==> src/rtl/jstk_pkg.sv <==
// Shared definitions for the PmodJSTK SPI master: FSM encoding and
// command/transaction constants.
package jstk_pkg;

    typedef enum logic [2:0] {
        ST_IDLE,
        ST_SETUP,
        ST_SHIFT,
        ST_GAP,
        ST_FINISH
    } jstk_state_t;

    localparam logic [5:0] JSTK_CMD_PREFIX = 6'b100000;
    localparam int         JSTK_NBYTES     = 5;

endpackage

==> src/rtl/jstk_tick_gen.sv <==
// Brings the divided SPI timing clock into the clk domain and emits a
// one-cycle tick on each of its edges.
module jstk_tick_gen (
    input  logic clk,
    input  logic rst,
    input  logic clk_src,
    output logic tick
);

    // sync[1:0] is the 2-FF synchroniser, sync[2] holds the previous level
    logic [2:0] sync;

    always_ff @(posedge clk) begin
        if (rst) begin
            sync <= '0;
            tick <= 1'b0;
        end else begin
            sync <= {sync[1:0], clk_src};
            tick <= sync[2] ^ sync[1];
        end
    end

endmodule

==> src/rtl/pmod_jstk_spi.sv <==
// SPI mode-0 master for the PmodJSTK: sends the LED command, reads five
// bytes and publishes X/Y/buttons together with a done pulse.
module pmod_jstk_spi
    import jstk_pkg::*;
#(
    parameter int SETUP_TICKS = 3,
    parameter int GAP_TICKS   = 2
) (
    input  logic       clk,
    input  logic       rst,
    input  logic       clk_src,
    input  logic       start,
    input  logic [1:0] leds,
    input  logic       miso,
    output logic       ss,
    output logic       sclk,
    output logic       mosi,
    output logic       busy,
    output logic       done,
    output logic [9:0] x,
    output logic [9:0] y,
    output logic [2:0] btn
);

    jstk_state_t state, state_next;
    logic        tick;
    logic [7:0]  tick_cnt;
    logic [3:0]  bit_cnt;
    logic [2:0]  byte_idx;
    logic [7:0]  tx;
    logic [7:0]  rx_sh;
    logic [7:0]  rx [JSTK_NBYTES];
    logic        ss_d, sclk_d, busy_d, done_d;
    logic        setup_last, gap_last, last_byte;

    jstk_tick_gen u_tick (
        .clk     (clk),
        .rst     (rst),
        .clk_src (clk_src),
        .tick    (tick)
    );

    assign setup_last = (tick_cnt == 8'(SETUP_TICKS - 1));
    assign gap_last   = (tick_cnt == 8'(GAP_TICKS - 1));
    assign last_byte  = (byte_idx == 3'(JSTK_NBYTES - 1));

    always_ff @(posedge clk) begin
        if (rst) state <= ST_IDLE;
        else     state <= state_next;
    end

    always_comb begin
        state_next = state;
        case (state)
            ST_IDLE:   if (start) state_next = ST_SETUP;
            ST_SETUP:  if (tick && setup_last) state_next = ST_SHIFT;
            ST_SHIFT:  if (tick && bit_cnt == 4'd15)
                           state_next = last_byte ? ST_FINISH : ST_GAP;
            ST_GAP:    if (tick && gap_last) state_next = ST_SHIFT;
            ST_FINISH: if (tick) state_next = ST_IDLE;
            default:   state_next = ST_IDLE;
        endcase
    end

    // Next values of the control outputs; registered below with the datapath
    always_comb begin
        ss_d   = ss;
        sclk_d = sclk;
        busy_d = busy;
        done_d = 1'b0;
        if (state == ST_IDLE && start) begin
            ss_d   = 1'b0;
            busy_d = 1'b1;
        end
        if (state == ST_SHIFT && tick)
            sclk_d = ~bit_cnt[0];
        if (state == ST_FINISH && tick) begin
            ss_d   = 1'b1;
            busy_d = 1'b0;
            done_d = 1'b1;
        end
    end

    always_ff @(posedge clk) begin
        if (rst) begin
            ss       <= 1'b1;
            sclk     <= 1'b0;
            mosi     <= 1'b0;
            busy     <= 1'b0;
            done     <= 1'b0;
            x        <= '0;
            y        <= '0;
            btn      <= '0;
            tx       <= '0;
            rx_sh    <= '0;
            tick_cnt <= '0;
            bit_cnt  <= '0;
            byte_idx <= '0;
            for (int i = 0; i < JSTK_NBYTES; i++) rx[i] <= '0;
        end else begin
            ss   <= ss_d;
            sclk <= sclk_d;
            busy <= busy_d;
            done <= done_d;
            case (state)
                ST_IDLE: if (start) begin
                    tx       <= {JSTK_CMD_PREFIX, leds};
                    mosi     <= JSTK_CMD_PREFIX[5];
                    byte_idx <= '0;
                    tick_cnt <= '0;
                end
                ST_SETUP: if (tick) begin
                    tick_cnt <= tick_cnt + 8'd1;
                    bit_cnt  <= '0;
                end
                ST_SHIFT: if (tick) begin
                    bit_cnt <= bit_cnt + 4'd1;
                    // Rising half samples, falling half presents the next bit
                    if (!bit_cnt[0]) begin
                        rx_sh <= {rx_sh[6:0], miso};
                    end else if (bit_cnt != 4'd15) begin
                        tx   <= {tx[6:0], 1'b0};
                        mosi <= tx[6];
                    end
                    if (bit_cnt == 4'd15) begin
                        rx[byte_idx] <= rx_sh;
                        tick_cnt     <= '0;
                    end
                end
                ST_GAP: if (tick) begin
                    tick_cnt <= tick_cnt + 8'd1;
                    if (gap_last) begin
                        byte_idx <= byte_idx + 3'd1;
                        tx       <= '0;
                        mosi     <= 1'b0;
                        bit_cnt  <= '0;
                    end
                end
                ST_FINISH: if (tick) begin
                    x   <= {rx[1][1:0], rx[0]};
                    y   <= {rx[3][1:0], rx[2]};
                    btn <= rx[4][2:0];
                end
                default: ;
            endcase
        end
    end

endmodule
==> config.mk <==
export PLATFORM = sky130hd
export DESIGN_NAME = pmod_jstk_spi
export DESIGN_NICKNAME = d
export VERILOG_FILES = /design/src/rtl/jstk_pkg.sv /design/src/rtl/jstk_tick_gen.sv /design/src/rtl/pmod_jstk_spi.sv
export SDC_FILE = /design/constraint.sdc
export NUM_CORES = 1
export LEC_CHECK = 0
export ABC_CLOCK_PERIOD_IN_PS = 2700
export CORE_UTILIZATION = 23
export DETAILED_ROUTE_END_ITERATION = 10
export GPL_ROUTABILITY_DRIVEN = 0
export PLACE_DENSITY = 0.36
export SLEW_MARGIN = 25
export SYNTH_ARGS = -nofsm -noshare
export SYNTH_HDL_FRONTEND = slang
export SYNTH_SLANG_ARGS = --single-unit
==> constraint.sdc <==
create_clock -name clk -period 2.7 [get_ports clk]
set_clock_uncertainty 0.05 [all_clocks]
set_input_delay 0.54 -clock clk [delete_from_list [all_inputs] [get_ports clk]]
set_output_delay 0.54 -clock clk [all_outputs]
set_load 0.05 [all_outputs]
== Word-level counts from Yosys, hierarchy flattened ==
Memories as Yosys holds them, arrays and structs flattened. A register that Yosys moved wholly into a read port is not among the register bits.
Cells that the tools add are included.

* Equality and inequality tests: 22
* Bitwise gates (word level): 2
* Mux-type cells: 46
* Reduce and logical (&&, ||, !) cells: 21
* Add/sub/neg operators: 3

{| class="wikitable"
|+ Operator list
! operator !! count
|-
| 7-bit two-way mux || 6
|-
| 8-bit two-way mux || 5
|-
| 3-bit two-way mux || 10
|-
| 8-bit case mux with 3 select lines || 1
|-
| 7-bit case mux with 3 select lines || 1
|-
| 4-bit two-way mux || 4
|-
| 1-bit two-way mux || 15
|-
| 3-bit case mux with 5 select lines || 1
|-
| 5-bit AND reduction || 3
|-
| 2-bit by 1-bit inequality test with 1-bit output (second input constant) || 7
|-
| 2-bit inequality test (second input constant) || 6
|-
| 4-bit case mux with 3 select lines || 1
|-
| 3-bit nonzero test || 3
|-
| 8-bit by 1-bit adder with 8-bit output (second input constant) || 1
|-
| 8-bit by 1-bit equality test with 1-bit output (second input constant) || 1
|-
| 8-bit by 2-bit equality test with 1-bit output (second input constant) || 1
|-
| 8-bit OR reduction || 1
|-
| 7-bit AND reduction || 1
|-
| 3-bit by 2-bit equality test with 1-bit output (second input constant) || 2
|-
| 3-bit equality test (second input constant) || 2
|-
| 1-bit logical AND || 6
|-
| 3-bit case mux with 2 select lines || 1
|-
| 4-bit by 1-bit adder with 4-bit output (second input constant) || 1
|-
| 4-bit equality test (second input constant) || 1
|-
| other kinds (12) || 13
|}

* Memory bits (writable): 40
* Memories: 1
* Register bits after elaboration: 42

{| class="wikitable"
|+ Memory list
! name !! depth !! width !! read ports !! clocked after Yosys merged registers in !! write ports !! RTL line !! RTL
|-
| rx || 5 || 8 || 5 || 5 || 5 || pmod_jstk_spi.sv:32 || <nowiki>logic [7:0] rx [JSTK_NBYTES];</nowiki>
|}

== Longest topological paths before layout ==
* Depth after elaboration: 8
* Mapped depth: 7
* Depth with buffers taken out: 6

== By module ==
From an unflattened synthesis, not the netlist that was laid out.

* Cells, all modules: 395
* Area, all modules: 3759.9 um^2

{| class="wikitable"
|+ Modules (own cells, without submodules)
! module !! cells each !! sequential area each (um^2) !! times used !! area an instance (um^2)
|-
| pmod_jstk_spi || 386 || 1911.8 || 1 || 3648.5
|-
| jstk_tick_gen || 9 || 80.1 || 1 || 111.4
|}

== Worst setup path after synthesis ==
OpenSTA, ideal clock, no wires.

* Path type: reg-to-reg
* From: reg state[2]
* To: mem rx[2][0] (enable)
* Arrival: 1.861 ns
* Cell stages (with the launch flop): 8
* Path buffers: 3
* Clock period less this slack: 2.240 ns
* Setup slack: 0.460 ns
* Setup time: 0.329 ns
* Path through: dfxtp_1 -> buf_6 -> or3b_1 -> buf_2 -> or4_4 -> buf_6 -> nor3_4 -> or2_1

{| class="wikitable"
|+ RTL lines
! item !! RTL line !! RTL
|-
| start, declared || pmod_jstk_spi.sv:25 || <nowiki>jstk_state_t state, state_next;</nowiki>
|-
| start signal, assigned || pmod_jstk_spi.sv:49 || <nowiki>else state <= state_next;</nowiki>
|-
| end, declared || pmod_jstk_spi.sv:32 ||
|}

== Final worst setup path ==
* From: reg bit_cnt[1]
* To: reg mosi

* Word-level cells in the longest chain between the ends: 3

{| class="wikitable"
|+ Ends and longest elaborated chain
! item !! RTL line !! RTL
|-
| start, declared || pmod_jstk_spi.sv:28 || <nowiki>logic [3:0] bit_cnt;</nowiki>
|-
| start signal, assigned || pmod_jstk_spi.sv:117 || <nowiki>bit_cnt <= bit_cnt + 4'd1;</nowiki>
|-
| 4-bit inequality test || pmod_jstk_spi.sv:121 || <nowiki>end else if (bit_cnt != 4'd15) begin</nowiki>
|-
| 2-bit by 1-bit inequality test with 1-bit output (no line) || n/a ||
|-
| 7-bit AND reduction (no line) || n/a ||
|-
| end signal, assigned || pmod_jstk_spi.sv:108 || <nowiki>mosi <= JSTK_CMD_PREFIX[5];</nowiki>
|-
| end signal, assigned || pmod_jstk_spi.sv:123 || <nowiki>mosi <= tx[6];</nowiki>
|-
| end, declared || pmod_jstk_spi.sv:17 || <nowiki>output logic mosi,</nowiki>
|}

Every way passes these cells.
A chain may end at the register's enable or synchronous reset.

==> metrics.md <==
| Metric | Value |
|---|---|
| Status | `finished clean` |
| Ys flop type | `dfxtp_1` |
| Mapped Nets | `just over 400` |
| Grt total ovfl | `0` |
| Post_cts resized | `0` |
| Worst-path maximum fanout | `6` |
| Cell taking the most area after synthesis | `dfxtp_1` |
| Distinct cells, synth | `60` |
| Starting Density | `0.237` |
| Sequential share of the synthesized area | `0.524` |
| Worst vdd ir | `393 uV` |
| Synth warn | `0` |
| Hold_buf cts | `0` |
| Crit path DAT | `2410 ps` |
| Per-cell routed wire length | `14.3 um` |
| Avg Cell Area, Syn | `~9.5 um2` |
| Initial antenna violation count | `0` |
| F_max | `0.453 GHz` |
| Htree depth | `3` |
| DR pass1 iterations | `4` |
| NumNets Final | `453` |
| Sequential Power Share | `0.425` |
| TritonCTS Buffers | `9` |
| Clk sinks | `88` |
| Cell area after synthesis | `0.00380 mm2` |
| Max Cap Violations | `0` |
| Total core area | `roughly 0.016 mm2` |
| Worst-Margin Slew | `876 ps` |
| I/O pins | `35` |
| Leakage | `around 1.6 nW` |
| First-pass GRT wire length | `about 15 mm` |
| Clock transition at the registers of the reported paths | `~60 ps` |
| Site row count | `46` |
| GRT Total Usage | `0.119` |
| Total die area | `approximately 0.017 mm2` |
| Die Ht | `about 130 um` |
| Setup bufs post-CTS | `0` |
| WL final | `9.46 mm` |
| Fraction of layout cells with a size suffix above 1 | `0.110` |
| Hold Violations, Final | `0` |
| 1st-iter DRT viols | `around 180` |
| Fin crit share | `0.818` |
| Pre-CTS WS | `143 ps` |
| Vias per Instance | `around 4.5` |
| Area grow syn2layout | `25.3%` |
| Switching power total | `around 0.95 mW` |
| Switching part of the total power | `0.281` |
| Sum Neg Setup Slack | `0 ps` |
| DR vias | `about 3k` |
| Crit path launch type | `register` |
| # port buffers | `34` |
| Hold/Removal Path Class | `register to register` |
| Commonest non-fill, non-tap cell in the layout | `nand2_1` |
| Pin count of the biggest net entering global routing | `27` |
| # setup viols final | `0` |
| Post-synthesis register bit count | `a little under 90` |
| Number of global-route vias before repair | `2890` |
| Diodes inserted | `0` |
| Final Slew Violations | `0` |
| Area contributors post-synth | `dfxtp_1 (34%), edfxtp_1 (18%), nand2_1 (7.3%)` |
| Tmin final | `between 2000 and 2500 ps` |
| Kind of critical path | `register to register` |
| CTS root buffer | `clkbuf_16` |
| Required time of the critical path | `between 2000 and 3000 ps` |
| Final setup margin | `490 ps` |
| RSZ-0062 raised after global routing | `false` |
| Die Span X | `roughly 130 um` |
| Final core utilization | `0.297` |
| Most frequent cells in the layout | `nand2_1 (74), dfxtp_1 (65), a21oi_1 (40)` |
| # DRC | `0` |
| Synth Instances | `400` |
| Clock Latency Late Sink | `about 340 ps` |
| Post-DRT Antenna Nets | `0` |
| Max Root-Sink Buffers | `2` |
| Combinational share of power | `0.186` |
| Rel. slew slack | `0.413` |
| Pwr Density | `713 mW/mm2` |
| Synth async-reset ratio | `0` |
| Post-synth EDFFs | `23` |
| Final HPWL from detailed placement | `between 6 and 7 mm` |
| Critical path endpoint category | `register` |
| Share of the synthesized area in the top cell type | `0.342` |
| Clock power share | `0.389` |
| Internal power | `~2.4 mW` |
| CTS tree | `done` |
path summary, 6_finish.rpt:
kind	startpoint	endpoint	slack, ps	cells past startpoint
worst max-delay path	bit_cnt[1]$_SDFFE_PP0P_	mosi$_SDFFE_PP0P_	490	5
worst min-delay path	u_tick.sync[0]$_SDFF_PP0_	u_tick.sync[1]$_SDFF_PP0_	390	1
worst max register to register	bit_cnt[1]$_SDFFE_PP0P_	mosi$_SDFFE_PP0P_	490	5
worst min register to register	u_tick.sync[0]$_SDFF_PP0_	u_tick.sync[1]$_SDFF_PP0_	390	1
stage by stage:
stage                     cells  cell area [um2]  power, mW  hold slack (ps)
after floorplan             400             3800       1.89              364
after global placement      645             4440       2.10              374
after detailed placement    645             4440       2.10              381
after CTS                   661             4750       3.45              397
after global routing        661             4760       3.56              426
final                       661             4760       3.39              389
registers in the layout, indices dropped and copies added, names as in the netlist, 4 cells and up:
register / count
bit_cnt: 4
rx: 23
rx_sh: 8
tick_cnt: 8
tx: 7
x: 10
y: 10
routing by layer:
layer  vias up  share of wire  global-route usage
li1       1528              -                   -
met1      1394           0.49               0.159
met2        69           0.44               0.180
met3        14          0.045              0.0305
met4         0          0.016              0.0581
met5         -              0                   0
synthesized netlist by cell type (8+ instances only):
master and count:
edfxtp_1 23, nand3_1 11, dfxtp_1 65, inv_1 10, nor2_1 16, o21ai_0 17
nand2_1 74, mux2i_1 8, a21oi_1 40, and2_1 9, clkbuf_1 15
power groups by stage:
stage / combinational, mW / sequential (mW) / clock [mW]
2_1_floorplan: 0.374 / 1.52 / 0
3_3_place_gp: 0.626 / 1.47 / 0
3_5_place_dp: 0.627 / 1.47 / 0
4_1_cts: 0.628 / 1.44 / 1.38
5_1_grt: 0.689 / 1.45 / 1.43
6_report: 0.632 / 1.44 / 1.32
critical path, stage by stage, from the launching register on:
cell      delay (ps)
dfxtp_1          350
ha_1             210
nand3_1          200
a211oi_1         800
nor3_2           190
a311oi_1         310
cell families after synthesis:
kind of cell | count (synthesis) | synth area share
and+or+nand+nor | 164 | 0.226
AOI/OAI and AO/OA | 98 | 0.167
DFF | 88 | 0.524
buffers and inverters | 35 | 0.0402
muxes | 8 | 0.0211
adders and majority gates | 6 | 0.0198
xor gates and xnor gates | 1 | 0.00231
area by class of cell:
class	instances	area, um2
fillers	1734	11200
flip-flops and latches	88	1990
multi-input cells	277	1670
repair buffers	53	478
well taps	216	270
clock buffers	10	229
clock inverters	6	83.8
inverters	11	41.3
(Power assumes the default switching activity.)
==> edit (same flow settings) <==
Set the package constant `JSTK_NBYTES` to 6 (it was 5).
--- a/src/rtl/jstk_pkg.sv
+++ b/src/rtl/jstk_pkg.sv
@@ -13,3 +13,3 @@
     localparam logic [5:0] JSTK_CMD_PREFIX = 6'b100000;
-    localparam int         JSTK_NBYTES     = 5;
+    localparam int         JSTK_NBYTES     = 6;
 
Function: no difference found for any inputs over 10 cycles, from zero or initial values and one cycle with rst high; that may be too few to reach the edited logic, so the function may still have changed.
==> edit against the unedited design <==
  * Fmax up 4.0%
  * Sequential cell count unchanged
  * Total power down 4.1%
  * Cell area down 5.0%
  * Synthesized cell count down 14%
  * Wire length down 12%
  * Setup slack better by 0.085 ns
  * Synthesized area down 4.3%
  * Hold slack better by 0.0045 ns
  * Non-clock buffer count down 9
  * Critical endpoint is now rx[2][0]$_SDFFCE_PN0P_
  * Largest cell class unchanged
  * Highest routed layer unchanged
==> edit: results (changes against the unedited design) <==
stage,metric,value,unit,change
grt,GRT Util Overall,11.2,%,-0.75 points
synth,Post-Synth Adder-Cell Area,2.07,%,+0.090 points
pwr,maximum vdd drop,0.000305,V,-22%
synth,Synth Area in Compound Gates,17.7,%,+1.0 points
grt,initial antenna violation count,0,,unchanged
worst_setup_path,Critical Path Max Stage Delay,0.41,ns,-0.39 ns
pwr,Combinational Power Share,19.3,%,+0.7 points
status,outcome,"complete, no violations",,
synth,XOR/XNOR share of the synthesized area,0.482,%,+0.25 points
worst_setup_path,Setup CP Type,reg2reg,,
pwr,Switch Pwr,0.972,mW,+1.8%
worst_setup_path,CP Data Arrival Time,2.09,ns,-0.32 ns
worst_hold_path,min-delay src,u_tick.sync[0]$_SDFF_PP0_,,
placement,dpl cell area,0.00425,sq mm,-4.4%
synth,"Net Count, Synth",355,,-14%
drt,DRT Pass-1 Iters,5,,+1
placement,pre-CTS WS,0.198,ns,+0.0553 ns
synth,mux contribution to synthesized area,2.48,%,+0.37 points
grt,vias in the first global route,2566,,-11%
worst_hold_path,Worst Hold Path Cells,1,,unchanged
final_layout,# nets final,392,,-13%
grt,largest net degree at the start of global routing,37,,+37%
clock_tree,post-CTS sizing,0,,unchanged
synth,YS warnings,0,,unchanged
worst_hold_path,Hold Path Class,reg2reg,,
worst_setup_path,r2r endpoint,rx[2][0]$_SDFFCE_PN0P_,,
synth,list of most frequent post-synthesis cells,"dfxtp_1 (65), a21oi_1 (24), a22o_1 (24)",,
pwr,Pint,2.28,mW,-6.5%
synth,"Seq/Total Area, Yosys",54.8,%,+2.4 points
placement,placed cell count,579,,-10%
worst_setup_path,Critical Path Fanout Max,8,,+2
worst_hold_path,WHS Endpoint,u_tick.sync[1]$_SDFF_PP0_,,
final_layout,max reg flops,23,,unchanged
pwr,sequential power share,44.9,%,+2.4 points
worst_setup_path,r2r setup slk,0.58,ns,+0.09 ns
timing,Fmax,471,MHz,+4.0%
pwr,P_leak,1.57,nW,-3.2%
worst_setup_path,CP startpoint,bit_cnt[0]$_SDFFE_PP0P_,,
synth,Area contributors post-synth,"dfxtp_1 (36%), edfxtp_1 (19%), a22o_1 (5.8%)",,
drt,number of DRC markers in iteration 0,126,,-30%
timing,Min Hold Slack,0.393,ns,+0.00447 ns
drt,Via density,4.39,,-3.4%
final_layout,Ant. Diodes,0,,unchanged
drt,WL final,8.37,mm,-12%
synth,Netlist cell types,55,,-8.3%
timing,worst slew pin tran,0.774,ns,-0.102 ns
final_layout,share of layout cells above drive strength 1,9.11,%,-1.9 points
clock_tree,post-CTS setup repair buffer count,0,,unchanged
synth,Synth Instances,342,,-14%
clock_tree,"Clk Latency, worst-skew pair",0.34,ns,about the same
worst_setup_path,"Slowest-stage cell, CP",dfxtp_1,,
final_layout,Fill cells,1622,,-6.5%
grt,first-pass GRT wire length,13.9,mm,-8.5%
worst_setup_path,crit-path leading delay family,simple AND/OR/NAND/NOR gates,,
drt,WL per Instance,14.1,um,-1.7%
placement,placed wire-length estimate,5.73,mm,-14%
edit: cell count changes in the layout (fill, tap and decap cells not counted), moves of 6 or more:
cell     delta
nand2_1    -61
a22o_1     +24
a21oi_1    -17
buf_4       -9
and3_1      +7
and2_1      +6
edit: routing by layer:
metal / track usage, % / vias to the layer above / wire length, um
li1: - / 1345 / -
met1: 14.2 / 1216 / 4230
met2: 17.7 / 44 / 3750
met3: 3.88 / 7 / 304
met4: 3.74 / 0 / 83
met5: 0 / - / 0
edit: area by class of cell:
| type | count | area [sq um] | share of cell area, % |
|---|---|---|---|
| clock buffer | 12 | 246 | 5.45 |
| clock inverter | 4 | 28.8 | 0.637 |
| inverter | 10 | 37.5 | 0.830 |
| multi-input combinational | 226 | 1540 | 34.0 |
| sequential | 88 | 1990 | 44.1 |
| tap | 211 | 264 | 5.84 |
| timing repair buffer | 44 | 415 | 9.19 |
